File: config.mk
export PLATFORM = sky130hd
export DESIGN_NAME = daisy_chain_irq_ctrl_flat
export DESIGN_NICKNAME = d
export VERILOG_FILES = /design/src/rtl/daisy_chain_irq_ctrl_if.sv /design/src/rtl/daisy_chain_irq_ctrl.sv /design/src/flat_wrapper.sv
export SDC_FILE = /design/constraint.sdc
export NUM_CORES = 1
export LEC_CHECK = 0
export BUFFER_PORTS_ARGS = -buffer_cell sky130_fd_sc_hd__buf_4
export CORE_MARGIN = 2
export CORE_UTILIZATION = 39
export CTS_CLUSTER_SIZE = 10
export DETAILED_ROUTE_END_ITERATION = 7
export GPL_ROUTABILITY_DRIVEN = 0
export PLACE_DENSITY = 0.67
export SKIP_CTS_REPAIR_TIMING = 1
export SYNTH_ARGS = -nofsm -noshare
export SYNTH_HDL_FRONTEND = slang
export SYNTH_SLANG_ARGS = --single-unit
File: constraint.sdc
create_clock -name clk -period 3.3 [get_ports clk]
set_input_delay 0.66 -clock clk [delete_from_list [all_inputs] [get_ports clk]]
set_output_delay 0.66 -clock clk [all_outputs]
set_load 0.02 [all_outputs]
File: src/rtl/daisy_chain_irq_ctrl_if.sv
// Request/acknowledge bundle between peripherals, the CPU and the daisy-chain controller.
interface daisy_chain_irq_ctrl_if #(
  parameter int N_DEV = 4,
  parameter int VEC_W = 8
);
  logic [N_DEV-1:0] irq_req_n;
  logic             irq_chain_in_n;
  logic             ack_in_n;
  logic             eoi;
  logic             irq_out_n;
  logic             ack_out_n;
  logic [N_DEV-1:0] ack_k_n;
  logic [VEC_W-1:0] vec;
  logic             vec_valid;
  logic             busy;

  modport master (
    output irq_req_n, irq_chain_in_n, ack_in_n, eoi,
    input  irq_out_n, ack_out_n, ack_k_n, vec, vec_valid, busy
  );

  modport slave (
    input  irq_req_n, irq_chain_in_n, ack_in_n, eoi,
    output irq_out_n, ack_out_n, ack_k_n, vec, vec_valid, busy
  );
endinterface

File: src/rtl/daisy_chain_irq_ctrl.sv
// Clocked daisy-chain interrupt priority controller with cascade forwarding.
// Optional rotating priority: define DAISY_ROTATE_PRIO_EN.
module daisy_chain_irq_ctrl #(
  parameter int               N_DEV    = 4,
  parameter int               VEC_W    = 8,
  parameter logic [VEC_W-1:0] BASE_VEC = VEC_W'(8'h20)
) (
  input logic              clk,
  input logic              rst,
  daisy_chain_irq_ctrl_if.slave bus
);

  localparam int W = (N_DEV > 1) ? $clog2(N_DEV) : 1;

  // state   | meaning
  // IDLE    | waiting for an acknowledge
  // GRANT   | local winner driven on ack_k_n / vec
  // PASS    | acknowledge forwarded downstream
  // SERVICE | local device in service until eoi
  typedef enum logic [1:0] {IDLE, GRANT, PASS, SERVICE} state_t;

  state_t           state, state_nx;
  logic [N_DEV-1:0] pending, req_q, fall, clr;
  logic [W-1:0]     win_q, win_sel;
  logic             grant_go;
  logic             irq_q;
  logic [N_DEV-1:0] ack_k_n;
  logic             ack_out_n;
  logic [VEC_W-1:0] vec;
  logic             vec_valid;
  logic             busy;

  assign fall = req_q & ~bus.irq_req_n;
  assign clr  = grant_go ? (N_DEV'(1) << win_sel) : '0;

`ifdef DAISY_ROTATE_PRIO_EN
  logic [W-1:0] last_srv;

  always_ff @(posedge clk or posedge rst) begin
    if (rst) last_srv <= '0;
    else if (grant_go) last_srv <= win_sel;
  end

  // Scan downward so the first pending index after last_srv ends up selected.
  always_comb begin
    win_sel = '0;
    for (int i = N_DEV - 1; i >= 0; i--) begin
      if (pending[(int'(last_srv) + 1 + i) % N_DEV])
        win_sel = W'((int'(last_srv) + 1 + i) % N_DEV);
    end
  end
`else
  always_comb begin
    win_sel = '0;
    for (int i = N_DEV - 1; i >= 0; i--) begin
      if (pending[i]) win_sel = W'(i);
    end
  end
`endif

  always_comb begin
    state_nx  = state;
    grant_go  = 1'b0;
    ack_k_n   = '1;
    ack_out_n = 1'b1;
    vec       = '0;
    vec_valid = 1'b0;
    busy      = 1'b0;
    case (state)
      IDLE: begin
        if (!bus.ack_in_n) begin
          if (|pending) begin
            grant_go = 1'b1;
            state_nx = GRANT;
          end else begin
            state_nx = PASS;
          end
        end
      end
      GRANT: begin
        ack_k_n   = ~(N_DEV'(1) << win_q);
        vec       = BASE_VEC + VEC_W'(win_q);
        vec_valid = 1'b1;
        if (bus.ack_in_n) state_nx = SERVICE;
      end
      PASS: begin
        ack_out_n = bus.ack_in_n;
        if (bus.ack_in_n) state_nx = IDLE;
      end
      SERVICE: begin
        busy      = 1'b1;
        ack_out_n = bus.ack_in_n;
        if (bus.eoi) state_nx = IDLE;
      end
      default: state_nx = IDLE;
    endcase
  end

  // req_q resets low so a request held through reset is not seen as a new edge.
  always_ff @(posedge clk or posedge rst) begin
    if (rst) begin
      state   <= IDLE;
      pending <= '0;
      req_q   <= '0;
      win_q   <= '0;
      irq_q   <= 1'b1;
    end else begin
      state   <= state_nx;
      req_q   <= bus.irq_req_n;
      pending <= (pending & ~clr) | fall;
      irq_q   <= ~(((|pending) && (state == IDLE)) || !bus.irq_chain_in_n);
      if (grant_go) win_q <= win_sel;
    end
  end

  assign bus.irq_out_n = irq_q;
  assign bus.ack_out_n = ack_out_n;
  assign bus.ack_k_n   = ack_k_n;
  assign bus.vec       = vec;
  assign bus.vec_valid = vec_valid;
  assign bus.busy      = busy;

endmodule

File: src/flat_wrapper.sv
// flat-port wrapper written by rule: the top's interface ports become plain ports
module daisy_chain_irq_ctrl_flat 
#(
  parameter int               N_DEV    = 4,
  parameter int               VEC_W    = 8,
  parameter logic [VEC_W-1:0] BASE_VEC = VEC_W'(8'h20)
)
  (clk, rst, bus_irq_req_n, bus_irq_chain_in_n, bus_ack_in_n, bus_eoi, bus_irq_out_n, bus_ack_out_n, bus_ack_k_n, bus_vec, bus_vec_valid, bus_busy);
  daisy_chain_irq_ctrl_if #(.N_DEV(N_DEV), .VEC_W(VEC_W)) bus_i ();
  input logic clk;
  input logic rst;
  input wire logic [$bits(bus_i.irq_req_n)-1:0] bus_irq_req_n;
  input wire logic [$bits(bus_i.irq_chain_in_n)-1:0] bus_irq_chain_in_n;
  input wire logic [$bits(bus_i.ack_in_n)-1:0] bus_ack_in_n;
  input wire logic [$bits(bus_i.eoi)-1:0] bus_eoi;
  output wire logic [$bits(bus_i.irq_out_n)-1:0] bus_irq_out_n;
  output wire logic [$bits(bus_i.ack_out_n)-1:0] bus_ack_out_n;
  output wire logic [$bits(bus_i.ack_k_n)-1:0] bus_ack_k_n;
  output wire logic [$bits(bus_i.vec)-1:0] bus_vec;
  output wire logic [$bits(bus_i.vec_valid)-1:0] bus_vec_valid;
  output wire logic [$bits(bus_i.busy)-1:0] bus_busy;
  assign bus_i.irq_req_n = bus_irq_req_n;
  assign bus_i.irq_chain_in_n = bus_irq_chain_in_n;
  assign bus_i.ack_in_n = bus_ack_in_n;
  assign bus_i.eoi = bus_eoi;
  assign bus_irq_out_n = bus_i.irq_out_n;
  assign bus_ack_out_n = bus_i.ack_out_n;
  assign bus_ack_k_n = bus_i.ack_k_n;
  assign bus_vec = bus_i.vec;
  assign bus_vec_valid = bus_i.vec_valid;
  assign bus_busy = bus_i.busy;
  daisy_chain_irq_ctrl #(.N_DEV(N_DEV), .VEC_W(VEC_W), .BASE_VEC(BASE_VEC)) u_core (.clk(clk), .rst(rst), .bus(bus_i));
endmodule
Word level (Yosys, flattened, before mapping)
Cells that the tools add are included.

storage, ports and cells
  register bits = 13
  input bits = 9
  output and inout port bits = 16
  word-level logic and storage cells = 48

operators by class
  add/sub/neg operators = 1
  equality and inequality tests = 7
  shifts and indexed selects = 2
  mux-type cells = 19
  bitwise logic cells = 7
  reductions and logical operators = 7

operators with widths
  operator                                          count
  2-to-1 mux 2 bit                                  9
  NOT 4 bit                                         3
  AND 4 bit                                         2
  2-to-1 mux 4 bit                                  2
  2-to-1 mux 8 bit                                  1
  != test 2 bit (second input constant)             4
  one-hot mux 2 bit (4 select lines)                1
  left shift 1 x 2 -> 4 bit (first input constant)  2
  adder 6 x 2 -> 7 bit (first input constant)       1
  2-to-1 mux 1 bit                                  6
  == test 2 bit (second input constant)             2
  OR 4 bit                                          1
  AND reduction 4 bit                               1
  OR reduction 4 bit                                1
  == test 2 x 1 -> 1 bit (second input constant)    1
  zero test 2 bit                                   1
  OR reduction 2 bit                                1
  logical AND 1 bit                                 1
  zero test 1 bit                                   1
  logical OR 1 bit                                  1
  NOT 1 bit                                         1

Longest topological paths before layout
  depth after elaboration = 9
  gate-level depth with buffers = 4
  mapped depth without buffers = 3

Worst setup path before layout
No wires, ideal clock.

  path kind = flip-flop to output port
  from = reg u_core.state[1]
  to = out bus_ack_k_n[0]
  arrival = 1.306 ns
  path slack = 1.334 ns
  stages on the path, launching flop included = 4
  path buffers = 1
  cell sequence = dfrtp_1 -> buf_6 -> and2b_2 -> or3b_2

between the ends
  longest elaborated chain between the ends = 2

RTL lines
  what                    RTL line                     source
  start, declared         daisy_chain_irq_ctrl.sv:22   state_t state, state_nx;
  start signal, assigned  daisy_chain_irq_ctrl.sv:108  state <= state_nx;
  == test 2 x 1 -> 1 bit  daisy_chain_irq_ctrl.sv:69   case (state)
  2-to-1 mux 4 bit        daisy_chain_irq_ctrl.sv:69
  end, declared           flat_wrapper.sv:18           output wire logic [$bits(bus_i.ack_k_n)-1:0] bus_ack_k_n;

No other way between the ends.

Worst setup path in the final report
Same ends and word-level chain as after synthesis.

==> impl_metrics.csv <==
group,metric,value,unit
outcome,outcome,"complete, no violations",
synth,yosysUniqueCellTypes,25,
synth,syn_inst,61,
floorplanning,io-pin-count,25,
global_routing,grt_antenna_before_repair,0,
power,powerDensity,838,nW/µm²
layout,layout.nets,91,
clocking,cts-root-buf,"clkbuf_4",
synth,synth_area,627,µm²
layout,layout_commonest_cell,"buf_4",
worst_setup_path,cp_top_family,"simple AND/OR/NAND/NOR gates",
layout,stdcell_area,774,µm²
synth,yosys.area_share.simple,0.180,
floorplanning,fp.coreArea,1510,µm²
clocking,path_clk_slew,0.07,ns
synth,synth_edf_count,0,
synth,synth_flop_cell,"dfrtp_1",
sta,post-route-period-util,0.699,
sta,hold_viol,0,
floorplanning,dieHeight,44.1,µm
layout,syn2layout_area_growth,23.6,%
synth,synth_xor_area_frac,0,
sta,final.min_clock_period,2.31,ns
global_routing,grt_overflow,0,
sta,fin_tns_setup,0,ns
synth,synthMuxAreaShare,0,
floorplanning,dieArea,1940,µm²
synth,ys_ff_latch,13,
drt,wl_per_cell,11.0,µm
synth,synthArstFlopShare,1.00,
worst_setup_path,crit_path_end,"bus_ack_k_n[0]",
drt,drc,0,
synth,synth_top_family_by_area,"simple AND/OR/NAND/NOR gates",
worst_setup_path,worst_r2r_endpoint,"u_core.win_q[0]",
clocking,cts_tree,"built",
worst_hold_path,min_path_type,"input pin to async pin",
worst_setup_path,reg2regPathDepth,3,
worst_setup_path,crit_fanout,10,
floorplanning,fp.dieW,44.1,µm
worst_setup_path,worstSetupStartpoint,"u_core.state[1]",
worst_setup_path,startpoint_type,"register",
drt,antenna_left,0,
worst_setup_path,crit_arrival,1.65,ns
drt,vias,474,
floorplanning,rows,14,
layout,drive_gt1_frac,0.346,
layout,layout_common_cells,"buf_4, dfrtp_1, nand2_1, inv_1, conb_1",
power,peakVddDrop,0.367,mV
global_routing,grt_start_max_net_pins,14,
worst_setup_path,cp.depth,3,
clocking,cts_buffer_depth,2,
layout,instances_no_fill,97,
synth,synthAdderAreaFrac,0,
clocking,clk_latency,0.27,ns
placed_design,place_inst,93,
placed_design,io_buffers,19,
floorplanning,start_util,0.416,
synth,yosys_warnings,0,
worst_setup_path,crit_type,"register to primary output",
worst_setup_path,timing.rr.start,"u_core.state[1]",
job,max-cap-violations,0,
power,p_leak,0.359,nW
synth,ys_seq_area_frac,0.521,
worst_setup_path,cp_data_required_time,2.64,ns
worst_setup_path,max_stage_delay,0.47,ns
synth,synth_compound_area_frac,0.174,
synth,syn_avg_cell_area,10.3,µm²
drt,via_per_inst,4.89,
layout,antenna_cells,0,
placed_design,placed_cell_area,748,µm²
clocking,numClockSinks,13,
worst_setup_path,crit_chain,"and2b_2 -> or3b_2 -> buf_4",
sta,setup_violations,0,
worst_setup_path,critPathSlowestCell,"dfrtp_1",
drt,drt_iter0_drc,8,
global_routing,grt_pass1_vias,413,
drt,wl,1.07,mm
clocking,numCtsBuffers,3,
worst_setup_path,critPathCaptureType,"primary output",
clocking,cts_max_level,1,
placed_design,dp_hpwl,809,µm
drt,dr.pass1.iters,2,
worst_setup_path,r2r_slack,1.93,ns
power,report.power.total,0.649,mW
sta,fin_worst_skew,0.000349,ns
layout,postLayoutCoreUtil,0.514,
sta,slew_viol_final,0,
global_routing,grtUsageTotal,0.131,
worst_setup_path,critPathBufInv,1,
sta,rsz0062_at_grt,"false",
global_routing,grt_pass1_wl,1.77,mm
sta,fmax,434,MHz
[how the worst min path moves through the flow]
stage	from	to	slack (ns)	cells past startpoint
after global placement	u_core.req_q[2]	u_core.pending[2]	0.48	2
after detailed placement	u_core.req_q[2]	u_core.pending[2]	0.49	2
after CTS	rst	u_core.req_q[0]	0.41	2
final	rst	u_core.state[1]	0.40	2
after global routing	rst	u_core.state[1]	0.43	2
after floorplan	u_core.req_q[3]	u_core.pending[3]	0.47	2
[layout make-up]
type,instances,area [µm²]
inverter,5,18.8
sequential,13,327
fill,150,732
tap,16,20.0
multi-input combinational,40,240
timing repair buffer,19,143
clock buffer,4,26.3
[power breakdown]
| group | internal [mW] | switching (mW) |
|---|---|---|
| registers | 0.201 | 0.0565 |
| logic | 0.141 | 0.154 |
| clock network | 0.0469 | 0.0497 |
[cells in the mapped netlist (2+ instances only)]
library cell / number / area, µm²
inv_1: 5 / 18.8
o31ai_1: 3 / 22.5
o21ai_0: 4 / 20.0
buf_4: 6 / 45.0
dfrtp_1: 12 / 300
nor2_1: 4 / 15.0
o21ai_1: 2 / 10.0
nand2_1: 5 / 18.8
and2_1: 3 / 18.8
nand2b_1: 2 / 12.5
[per-layer routing]
metal	global-route usage	routed length (µm)
met4	0.0909	14
met2	0.188	452
met5	0	0
met1	0.169	520
met3	0.0367	77
[stage by stage]
stage          setup slack, ns  hold slack [ns]
2_1_floorplan             1.33            0.474
3_3_place_gp              1.31            0.480
3_5_place_dp              1.30            0.489
4_1_cts                   1.00            0.413
5_1_grt                  0.903            0.433
6_report                 0.994            0.399
[cells by family after synthesis]
logic type             count (synthesis)
and+or+nand+nor                       20
AOI/OAI and AO/OA                     15
DFF                                   13
buffers and inverters                 12
other                                  1
[flip-flops by register name (all words and copies together) (netlist names)]
signal and cells:
u_core.bus.irq_out_n 1, u_core.pending 4, u_core.req_q 4, u_core.state 2
u_core.win_q 2
No activity file was read; power rests on OpenSTA's default activity.
